`config.mk`:
```
export PLATFORM = sky130hd
export DESIGN_NAME = display_bcd_scan
export DESIGN_NICKNAME = d
export VERILOG_FILES = /design/src/rtl/display_bcd_scan.sv
export SDC_FILE = /design/constraint.sdc
export NUM_CORES = 1
export LEC_CHECK = 0
export BUFFER_PORTS_ARGS = -buffer_cell sky130_fd_sc_hd__buf_2
export CORE_ASPECT_RATIO = 0.9
export CORE_UTILIZATION = 45
export CTS_BUF_LIST = sky130_fd_sc_hd__clkbuf_8
export CTS_CLUSTER_DIAMETER = 40
export DETAILED_ROUTE_END_ITERATION = 10
export GPL_ROUTABILITY_DRIVEN = 0
export GPL_TIMING_DRIVEN = 0
export PLACE_DENSITY = 0.63
export RECOVER_POWER = 50
export SYNTH_ARGS = -nofsm -noshare
export SYNTH_HDL_FRONTEND = slang
export SYNTH_SLANG_ARGS = --single-unit
```
`constraint.sdc`:
```
create_clock -name clk -period 3.63 [get_ports clk]
set_input_delay 0.363 -clock clk [delete_from_list [all_inputs] [get_ports clk]]
set_output_delay 0.363 -clock clk [all_outputs]
set_load 0.03 [all_outputs]
```
`src/rtl/display_bcd_scan.sv`:
```
// display_bcd_scan: signed product -> sequential double-dabble BCD -> 8-slot multiplexed display (digito code, active-low anodos)
module display_bcd_scan #(
  parameter int N = 16,
  parameter int REFRESH_DIV = 100000
) (
  input  logic         clk,
  input  logic         rst,
  input  logic         start,
  input  logic [N-1:0] producto,
  output logic         busy,
  output logic         done,
  output logic [3:0]   digito,
  output logic [7:0]   anodos
);
  localparam int D0 = (N * 301) / 1000 + 1;
  localparam int D = D0 < 5 ? 5 : D0;
  localparam int CW = $clog2(N);
  localparam int PW = $clog2(REFRESH_DIV);
  typedef enum logic [1:0] {IDLE, CONV, LATCH} state_t;
  state_t state, state_n;
  logic [N-1:0] mag;
  logic [4*D-1:0] bcd, adj, disp, disp_n;
  logic [CW-1:0] cnt;
  logic sign, disp_sign, sign_n, tick;
  logic [PW-1:0] pre;
  logic [2:0] idx, idx_n;
  logic [31:0] ext;
  logic [7:0] anodos_n;
  logic [3:0] digito_n;
  always_ff @(posedge clk or posedge rst)
    if (rst) state <= IDLE;
    else state <= state_n;
  always_comb begin
    state_n = state == IDLE  ? (start ? CONV : IDLE) :
              state == CONV  ? (cnt == CW'(N - 1) ? LATCH : CONV) : IDLE;
  end
  assign busy = state != IDLE;
  assign done = state == LATCH;
  always_comb begin
    adj = bcd;
    for (int i = 0; i < D; i++)
      adj[4*i +: 4] = bcd[4*i +: 4] >= 4'd5 ? bcd[4*i +: 4] + 4'd3 : bcd[4*i +: 4];
  end
  // slot outputs are computed from the values the display/scan registers take
  // on this same edge, so new digits appear the cycle right after done
  always_comb begin
    tick = pre == PW'(REFRESH_DIV - 1);
    idx_n = tick ? idx + 3'd1 : idx;
    disp_n = done ? bcd : disp;
    sign_n = done ? sign : disp_sign;
    ext = 32'(disp_n[19:0]);
    anodos_n = idx_n < 3'd5 ? ~(8'd1 << idx_n) : (idx_n == 3'd5 && sign_n) ? 8'hDF : 8'hFF;
    digito_n = idx_n < 3'd5 ? ext[{idx_n, 2'b00} +: 4] : (idx_n == 3'd5 && sign_n) ? 4'hA : 4'h0;
  end
  always_ff @(posedge clk or posedge rst)
    if (rst) begin
      mag <= '0;
      bcd <= '0;
      cnt <= '0;
      sign <= 1'b0;
      disp <= '0;
      disp_sign <= 1'b0;
      pre <= '0;
      idx <= '0;
      anodos <= 8'hFE;
      digito <= 4'd0;
    end else begin
      if (state == IDLE && start) begin
        sign <= producto[N-1];
        mag <= producto[N-1] ? -producto : producto;
        bcd <= '0;
        cnt <= '0;
      end
      if (state == CONV) begin
        {bcd, mag} <= {adj[4*D-2:0], mag, 1'b0};
        cnt <= cnt + 1'b1;
      end
      if (done) begin
        disp <= bcd;
        disp_sign <= sign;
      end
      pre <= tick ? '0 : pre + 1'b1;
      idx <= idx_n;
      anodos <= anodos_n;
      digito <= digito_n;
    end
endmodule

```
==> results of run 1 <==
## registers in the layout, summed over array words and instances, names as in the netlist
signal,flops
anodos,8
bcd,20
cnt,4
digito,4
disp,20
disp_sign,1
idx,3
mag,16
pre,17
sign,1
state,2
## metrics by stage
stage          util (%)  instances  power [mW]
3_5_place_dp       49.8        683        2.82
3_3_place_gp       49.6        682        2.77
4_1_cts            51.4        699        3.46
6_report           51.2        699        3.42
5_1_grt            51.2        699        3.69
2_1_floorplan         -        498        2.47
## synthesized netlist by cell type (2+ instances only)
cell type / count
a21oi_1: 17
a221o_1: 2
a221oi_1: 2
a22oi_1: 12
a32o_1: 5
and2_1: 3
and3_1: 8
buf_1: 2
buf_2: 4
clkbuf_1: 17
dfrtp_1: 89
dfstp_2: 7
ha_1: 14
inv_1: 19
mux2_2: 3
mux2i_1: 8
mux4_2: 13
nand2_1: 67
nand2b_1: 8
nand3_1: 25
nand4_1: 6
nor2_1: 24
nor2b_1: 2
nor3_1: 7
nor3b_1: 4
nor4_1: 3
nor4b_1: 3
o21ai_0: 55
o31ai_1: 10
o41ai_1: 3
or3_1: 2
or4_4: 2
xnor2_1: 13
xor2_1: 21
## final timing paths
path | slack (ns) | cells past startpoint | endpoint
min reg2reg | 0.48 | 2 | disp[18]$_DFF_PP0_
min in group asynchronous | 0.46 | 2 | bcd[14]$_DFFE_PP0P_
min | 0.31 | 3 | mag[3]$_DFFE_PP0P_
max in group asynchronous | 1.15 | 3 | pre[16]$_DFF_PP0_
max reg2reg | 1.10 | 5 | anodos[1]$_DFF_PP1_
max | 1.10 | 5 | anodos[1]$_DFF_PP1_
## cells by family (layout without fill, tap and decap cells)
kind of cell,count (synthesis),count (layout),share of synthesized area (%)
AOI/OAI and AO/OA,111,111,13.4
xor gates and xnor gates,35,35,6.25
adders and majority gates,14,14,3.49
buffers and inverters,43,92,3.31
DFF,96,96,48.0
muxes,24,24,8.09
other,1,2,0.0746
and+or+nand+nor,173,173,17.4
## worst max-delay path, stage by stage, from the launching register on
cell	delay, ns
dfrtp_1	0.44
or4_4	0.58
nor4_4	0.55
nand2_1	0.18
xnor2_2	0.21
or3b_2	0.49
## layer usage
| layer | global-route usage [%] | wire length [um] |
|---|---|---|
| met1 | 27.0 | 5130 |
| met4 | 7.09 | 75 |
| met5 | 0 | 0 |
| met2 | 33.6 | 5200 |
| met3 | 5.10 | 468 |
## power by group
group,internal [mW],switching (mW),total [mW]
clock network,0.263,0.365,0.628
logic,0.505,0.652,1.16
registers,1.36,0.278,1.64
total,2.13,1.30,3.42
## cell type report
| cell class | count | area [sq um] | area share [%] |
|---|---|---|---|
| Timing Repair Buffer | 33 | 161 | 2.90 |
| Tap cell | 152 | 190 | 3.42 |
| Clock buffer | 10 | 138 | 2.48 |
| Multi-Input combinational cell | 359 | 2450 | 44.1 |
| Inverter | 20 | 76.3 | 1.37 |
| Sequential cell | 96 | 2410 | 43.4 |
| Buffer | 23 | 91.3 | 1.64 |
| Clock inverter | 6 | 36.3 | 0.653 |
==> run_results.csv, run 1 <==
group,metric,value,unit
setup_path,crit_start,"pre[11]$_DFF_PP0_",
yosys,synth_cell_types,51,
clocking,cts_tree,"yes",
final_layout,final_common_cell,"dfrtp_1",
clocking,cts_num_sinks,96,
sta,setup_viol,0,
pwr,leakagePower,2.41,nW
setup_path,arrival,2.82,ns
clocking,clkTransAtPathRegs,0.09,ns
setup_path,crit_path_end_kind,"flip-flop",
status,outcome,"finished with violations",
status,violations,"capacitance limit, slew limit",
yosys,synth_edf_count,0,
route,drt_iter0_drc,193,
sta,clock_skew,0.00940,ns
clocking,cts-root-buf,"clkbuf_8",
floorplan,ioPinCount,33,
placed_design,io_buffer_count,32,
route,route.vias.total,3776,
clocking,hold_buffers,0,
clocking,htreeDepth,3,
route,routed_via_density,5.40,
sta,fmax,0.394,GHz
yosys,postSynth.asyncResetShare,100,%
yosys,ys_warn_count,0,
yosys,synth_seq_cells,96,
sta,grt_setup_unrepaired,"false",
setup_path,path_class,"reg2reg",
sta,tns,0,ns
global_route,antenna_found_initial,0,
final_layout,antenna_cells,0,
placed_design,dpl.hpwl,8040,um
final_layout,finish.instance_area,0.00556,sq mm
route,ant_nets,0,
clocking,cts_buffers,9,
placed_design,dpl-instance-area,0.00541,sq mm
final_layout,nets,575,
sta,hold_viol_final,0,
floorplan,fp-row-count,36,
setup_path,cp_max_fo,8,
yosys,synth_seq_area_share,48.0,%
sta,max-slew-margin-rel,-26.3,%
final_layout,syn2layout_area_growth,10.6,%
global_route,grt_pass1_vias,3616,
setup_path,reg2reg_from,"pre[11]$_DFF_PP0_",
yosys,yosys.area.top_type,"dfrtp_1",
route,drtPass1Iterations,4,
final_layout,n_fill_cell,1040,
sta,min_period_over_period,69.8,%
sta,fin_crit,2.54,ns
clocking,cts_max_path_buffers,2,
floorplan,die_w,113,um
floorplan,core-area,0.0109,sq mm
sta,worstMarginPinSlew,1.88,ns
clocking,cts_setup_buffers,0,
yosys,netlist_instances,497,
clocking,ctsResizeCount,0,
clocking,clkLatencyLatePin,0.37,ns
global_route,grt_pass1_wl,18100,um
global_route,overflow,0,
pwr,pwr_density_cell,616,mW/mm^2
floorplan,die_area,0.0116,sq mm
yosys,syn-mean-instance-area,10.1,sq um
setup_path,critical_path_required,3.92,ns
route,drc_errors,0,
route,post_drt_wl_per_cell,15.6,um
final_layout,drive_gt1_share,14.6,%
yosys,ys.flop_type,"dfrtp_1",
pwr,vdd_drop_max,231,uV
yosys,ys_top_cells_by_area,"dfrtp_1, mux4_2, o21ai_0",
worst_hold_path,hp-class,"in2reg",
global_route,grt_max_degree,55,
sta,fin_ws,1.10,ns
final_layout,layout_common_cells,"dfrtp_1, nand2_1, o21ai_0",
yosys,synth.top_cell.area_share,44.3,%
floorplan,start_util,46.3,%
yosys,netlist_area,0.00503,sq mm
run,drv_cap,1,
route,wirelength,10900,um
sta,worst_hold_slack,0.313,ns
setup_path,critPathLaunchType,"flip-flop",
floorplan,die_y,102,um
placed_design,pre_cts_slack,1.10,ns
global_route,grtUsageTotal,20.6,%
worst_hold_path,worstHoldStart,"producto[3]",
sta,drv_slew,44,
No activity file was read; power rests on OpenSTA's default activity.
==> run 2, diff against run 1 <==
ABC_AREA = 1   (was default)
PLACE_DENSITY = 0.66   (was 0.63)
clock period = 2.2 ns   (was 3.63 ns; I/O delays follow)
==> run 2 against run 1 <==
  * Register-to-register slack worse by 0.87 ns
  * Core utilization up 1.6 points
  * The run ends with DRC left
  * Total power up 81%
  * Via count up 6.2%
  * Maximum frequency up 28%
==> run_results.csv, run 2 <==
group,metric,value,unit
clocking,cts_tree,"yes",
setup_path,endpoint,"bcd[8]$_DFFE_PP0P_",
global_route,grtUsageTotal,19.6,%
clocking,clkTransAtPathRegs,0.09,ns
route,drt_iter0_drc,311,
yosys,yosys.area.top_type,"dfrtp_1",
run,drv_cap,0,
status,outcome,"finished with violations",
placed_design,io_buffer_count,32,
setup_path,reg2regPathDepth,5,
sta,clock_skew,0.0102,ns
final_layout,nets,666,
setup_path,critical_path_required,2.47,ns
route,post_drt_wl_per_cell,13.5,um
pwr,pwr_density_cell,1130,mW/mm^2
yosys,synth_cell_types,40,
pwr,swShare,38.4,%
yosys,synth.top_cell.area_share,45.2,%
sta,fmax,0.506,GHz
route,routed_via_density,5.23,
final_layout,final_common_cell,"nand2_1",
placed_design,pre_cts_slack,0.205,ns
yosys,postSynth.asyncResetShare,100,%
global_route,antenna_found_initial,0,
sta,worstMarginPinSlew,0.860,ns
yosys,ys.flop_type,"dfrtp_1",
final_layout,top_regs,"bcd: 20 flops, disp: 20 flops, pre: 17 flops",
setup_path,regToRegEndpoint,"bcd[8]$_DFFE_PP0P_",
final_layout,antenna_cells,0,
floorplan,start_util,47.3,%
yosys,synth_seq_cells,96,
clocking,cts-root-buf,"clkbuf_8",
pwr,p_seq_share,41.4,%
clocking,cts_num_sinks,96,
floorplan,fp-row-count,35,
global_route,grt_pass1_vias,3955,
yosys,ys_top_cells_by_area,"dfrtp_1, nand2_1, o21ai_0",
pwr,p_comb_share,38.1,%
setup_path,crit_path_end_kind,"flip-flop",
setup_path,cp_max_fo,10,
clocking,htreeDepth,3,
sta,fin_ws,0.225,ns
clocking,clkLatencyLatePin,0.36,ns
clocking,cts_setup_buffers,0,
final_layout,drive_gt1_share,11.9,%
clocking,cts_max_path_buffers,2,
pwr,cell_internal_pwr,3.81,mW
yosys,synth_edf_count,0,
sta,drv_slew,0,
route,drc_errors,2,
route,route.vias.total,4009,
setup_path,arrival,2.25,ns
yosys,ys_warn_count,0,
global_route,overflow,0,
sta,tns,0,ns
global_route,grt_max_degree,44,
yosys,netlist_instances,586,
setup_path,crit_start,"state[1]$_DFF_PP0_",
clocking,cts_buffers,9,
setup_path,rrSetupSlack,0.22,ns
sta,hold_viol_final,0,
yosys,synth_seq_area_share,49.0,%
route,ant_nets,0,
route,wirelength,10400,um
floorplan,core-area,0.0104,sq mm
worst_hold_path,hp-class,"in2reg",
floorplan,die_y,101,um
yosys,yosysMostFrequentCell,"nand2_1",
pwr,switchingPower,2.38,mW
sta,min_period_over_period,89.8,%
global_route,grt_pass1_wl,17800,um
route,drtPass1Iterations,9,
pwr,clkPwrFrac,20.6,%
placed_design,dpl.hpwl,7780,um
status,violations,"DRC",
final_layout,post-route-util,52.8,%
floorplan,ioPinCount,33,
setup_path,path_class,"reg2reg",
final_layout,syn2layout_area_growth,11.7,%
setup_path,reg2reg_from,"state[1]$_DFF_PP0_",
final_layout,finish.instance_area,0.00550,sq mm
floorplan,die_area,0.0114,sq mm
final_layout,layout_common_cells,"nand2_1, dfrtp_1, inv_1",
yosys,synthTopCellsByCount,"nand2_1, dfrtp_1, inv_1",
sta,max-slew-margin-rel,42.4,%
pwr,leakagePower,2.74,nW
placed_design,dpl-instance-area,0.00529,sq mm
yosys,netlist_area,0.00492,sq mm
setup_path,critPathLaunchType,"flip-flop",
sta,fin_crit,1.98,ns
yosys,syn-mean-instance-area,8.40,sq um
sta,grt_setup_unrepaired,"false",
sta,setup_viol,0,
pwr,vdd_drop_max,503,uV
floorplan,die_w,112,um
run 2: routing by layer:
metal / vias up / routed length (um) / GRT usage [%]
met3: 21 / 380 / 4.19
met2: 74 / 4740 / 32.4
met4: 0 / 206 / 6.87
met5: - / 0 / 0
met1: 1901 / 5030 / 25.9
li1: 2013 / - / -
run 2: repair_timing:
action	4_1_cts	5_1_grt
endpoints found under the setup margin	0	2
resized for setup	0	2
endpoints found under the hold margin	13	0
hold buffers	1	0
run 2: worst min-delay path by stage:
stage | startpoint | endpoint | slack [ns] | cells past startpoint
floorplan | producto[0] | mag[0]$_DFFE_PP0P_ | 0.39 | 2
global placement | pre[0]$_DFF_PP0_ | pre[0]$_DFF_PP0_ | 0.45 | 1
detailed placement | rst | pre[7]$_DFF_PP0_ | 0.25 | 2
CTS | producto[0] | mag[0]$_DFFE_PP0P_ | 0.14 | 3
global route | producto[0] | mag[0]$_DFFE_PP0P_ | 0.18 | 3
finish | producto[0] | mag[0]$_DFFE_PP0P_ | 0.15 | 3
run 2: cell families (layout without fill, tap and decap cells):
| group | Yosys count | count (layout) | share of synthesized area (%) |
|---|---|---|---|
| compound gates | 120 | 120 | 13.9 |
| xor+xnor | 17 | 17 | 3.02 |
| buf+inv | 97 | 148 | 7.98 |
| flops | 96 | 96 | 49.0 |
| fa+ha+maj | 14 | 14 | 3.56 |
| simple gates | 240 | 240 | 22.3 |
| other cells | 1 | 2 | 0.0761 |
| mux | 1 | 1 | 0.203 |
run 2: cell type report:
cell class | count | area (sq um)
well taps | 129 | 161
flip-flops and latches | 96 | 2410
plain buffers | 15 | 85.1
clock buffers | 10 | 138
multi-input cells | 394 | 2130
clock inverters | 6 | 85.1
repair buffers | 35 | 183
fillers | 968 | 4920
inverters | 82 | 309
run 2: power groups by stage:
| stage | Sequential [mW] | Clock (mW) | Combinational, mW |
|---|---|---|---|
| global route | 2.62 | 1.37 | 2.71 |
| floorplan | 2.57 | 0 | 1.73 |
| global placement | 2.57 | 0 | 2.25 |
| finish | 2.56 | 1.27 | 2.36 |
| CTS | 2.56 | 1.30 | 2.36 |
| detailed placement | 2.59 | 0 | 2.35 |
run 2: critical path, stage by stage (launching register included):
cell and delay (ns):
dfrtp_1 0.41, nor2_1 0.27, clkbuf_1 0.43, buf_1 0.54
nand2_1 0.11, o22ai_1 0.14
run 2: metrics by stage:
stage	power, mW	instances	hold WS (ns)
global route	6.70	767	0.175
detailed placement	4.95	750	0.251
floorplan	4.30	587	0.390
CTS	6.23	767	0.142
global placement	4.83	748	0.446
finish	6.20	767	0.152
==> run 3, diff against run 2 <==
REMOVE_ABC_BUFFERS = 1   (was default)
==> run 3 against run 2 <==
  * The flow still finishes with violations (DRC)
  * Routed wire length decreased by 5.5%
  * Critical path depth increased by 5
  * First-iteration DRC count decreased by 0.96%
  * Clock-buffer cell count unchanged
  * Sequential share of layout area increased by 0.57 points
  * Flip-flop and latch count unchanged
  * Non-clock buffer count decreased by 13
  * Via count decreased by 1.5%
  * Critical endpoint is now digito[1]$_DFF_PP0_
==> run_results.csv, run 3 (synthesis gave the netlist of run 2 again) <==
group,metric,value,unit
floorplan,start_util,47.3,%
floorplan,die_area,0.0114,sq mm
setup_path,critical_path.cell_chain,"nand2_1 -> nor2_4 -> nand3_1 -> nand2_1 -> nand2_2 -> inv_1 -> nand3_1 -> nand2_1 -> nand2_1 -> nand2_1",
worst_hold_path,worst_hold_path.endpoint,"mag[0]$_DFFE_PP0P_",
sta,clock_skew,0.00548,ns
final_layout,layout_common_cells,"nand2_1, dfrtp_1, inv_1",
floorplan,fp-row-count,35,
clocking,clkTransAtPathRegs,0.09,ns
final_layout,syn2layout_area_growth,10.3,%
setup_path,arrival,2.27,ns
placed_design,dpl.hpwl,7070,um
clocking,clkLatencyLatePin,0.35,ns
clocking,cts_buffers,9,
route,post_drt_wl_per_cell,13.0,um
final_layout,drive_gt1_share,13.6,%
placed_design,pre_cts_slack,-0.226,ns
final_layout,final_common_cell,"nand2_1",
global_route,grt_pass1_vias,3832,
floorplan,ioPinCount,33,
sta,worstMarginPinSlew,1.32,ns
route,route.vias.total,3950,
global_route,antenna_found_initial,0,
pwr,vdd_drop_max,452,uV
placed_design,io_buffer_count,32,
sta,grt_setup_unrepaired,"false",
pwr,pwr_density_cell,1100,mW/mm^2
route,routed_via_density,5.24,
worst_hold_path,worstHoldPathCells,3,
setup_path,cp_max_fo,11,
route,drtPass1Iterations,8,
sta,worst_hold_slack,0.150,ns
worst_hold_path,worstHoldStart,"producto[0]",
clocking,cts_tree,"yes",
setup_path,regToRegEndpoint,"digito[1]$_DFF_PP0_",
setup_path,path_class,"reg2reg",
route,drc_errors,3,
sta,tns,0,ns
setup_path,critical_path_required,2.50,ns
global_route,grtUsageTotal,18.6,%
floorplan,die_y,101,um
final_layout,top_regs,"bcd: 20 flops, disp: 20 flops, pre: 17 flops",
setup_path,cpLargestDelayFamily,"simple AND/OR/NAND/NOR gates",
route,drt_iter0_drc,308,
sta,max-slew-margin-rel,11.8,%
sta,fin_crit,1.97,ns
setup_path,critPathLaunchType,"flip-flop",
setup_path,crit_buf_inv,1,
setup_path,cpPeakStageDelay,0.42,ns
status,outcome,"finished with violations",
final_layout,antenna_cells,0,
final_layout,n_fill_cell,988,
setup_path,crit_path_end_kind,"flip-flop",
clocking,cts_max_path_buffers,2,
sta,drv_slew,0,
setup_path,reg2regPathDepth,10,
clocking,htreeDepth,3,
setup_path,cpMostUsedCell,"nand2_1",
final_layout,regArea,0.00241,sq mm
global_route,grt_max_degree,64,
sta,setup_viol,0,
global_route,grt_pass1_wl,17000,um
global_route,overflow,0,
pwr,power.total,5.96,mW
floorplan,die_w,112,um
worst_hold_path,hp-class,"in2reg",
pwr,leakagePower,2.73,nW
setup_path,worst_path_max_delay_cell,"dfrtp_1",
sta,hold_viol_final,0,
sta,fin_ws,0.229,ns
clocking,cts_num_sinks,96,
run,drv_cap,0,
route,ant_nets,0,
sta,fmax,0.507,GHz
setup_path,reg2reg_from,"pre[9]$_DFF_PP0_",
status,violations,"DRC",
setup_path,rrSetupSlack,0.23,ns
sta,min_period_over_period,89.6,%
route,wirelength,9780,um
clocking,cts-root-buf,"clkbuf_8",
floorplan,core-area,0.0104,sq mm
final_layout,nets,653,
final_layout,multi_input_area,0.00215,sq mm
run 3: changes by cell type in the layout (fill, tap and decap cells not counted), sizes merged:
cell and delta:
buf +7, clkinv +1, bufinv -2, inv +1, clkbuf -20
run 3: tightest hold or removal path: stages:
cell     delay [ns]
buf_2          0.11
inv_1          0.06
o21ai_0        0.08
run 3: final cells by class:
cell class | instances | share of cell area, %
Clock buffer | 10 | 2.53
Clock inverter | 6 | 0.645
Inverter | 82 | 5.74
Multi-Input combinational cell | 394 | 39.6
Sequential cell | 96 | 44.4
Tap cell | 129 | 2.97
Timing Repair Buffer | 37 | 4.15
run 3: worst max path at each step:
stage,cells after the start,startpoint,end
detailed placement,10,state[0]$_DFF_PP0_,digito[1]$_DFF_PP0_
floorplan,1,rst,anodos[0]$_DFF_PP0_
CTS,11,pre[0]$_DFF_PP0_,digito[1]$_DFF_PP0_
global route,11,pre[5]$_DFF_PP0_,digito[1]$_DFF_PP0_
global placement,4,state[1]$_DFF_PP0_,bcd[9]$_DFFE_PP0P_
finish,10,pre[9]$_DFF_PP0_,digito[1]$_DFF_PP0_
run 3: timing repair:
action	in CTS	in global routing
resized for setup	1	5
setup buffers	0	1
endpoints found under the hold margin	31	0
hold buffers	1	0
setup endpoints to repair	4	25
run 3: power by group:
part / total (mW) / internal, mW / leakage [nW] / switching, mW
registers: 2.56 / 2.31 / 1.23 / 0.247
logic: 2.36 / 0.876 / 1.41 / 1.49
clock network: 1.04 / 0.437 / 0.0936 / 0.603
run 3: routing by layer:
| layer | global-route usage, % | wire [um] | share of wire (%) |
|---|---|---|---|
| met1 | 22.9 | 4480 | 46 |
| met2 | 33.2 | 4870 | 50 |
| met3 | 3.71 | 356 | 3.6 |
| met4 | 6.15 | 67 | 0.69 |
| met5 | 0 | 0 | 0 |
run 3: through the flow:
| stage | cells | cell area, sq um | utilization, % |
|---|---|---|---|
| floorplan | 572 | 4840 | - |
| global placement | 733 | 5160 | 49.6 |
| CTS | 753 | 5410 | 51.9 |
| detailed placement | 736 | 5230 | 50.1 |
| finish | 754 | 5430 | 52.1 |
| global route | 754 | 5430 | 52.1 |
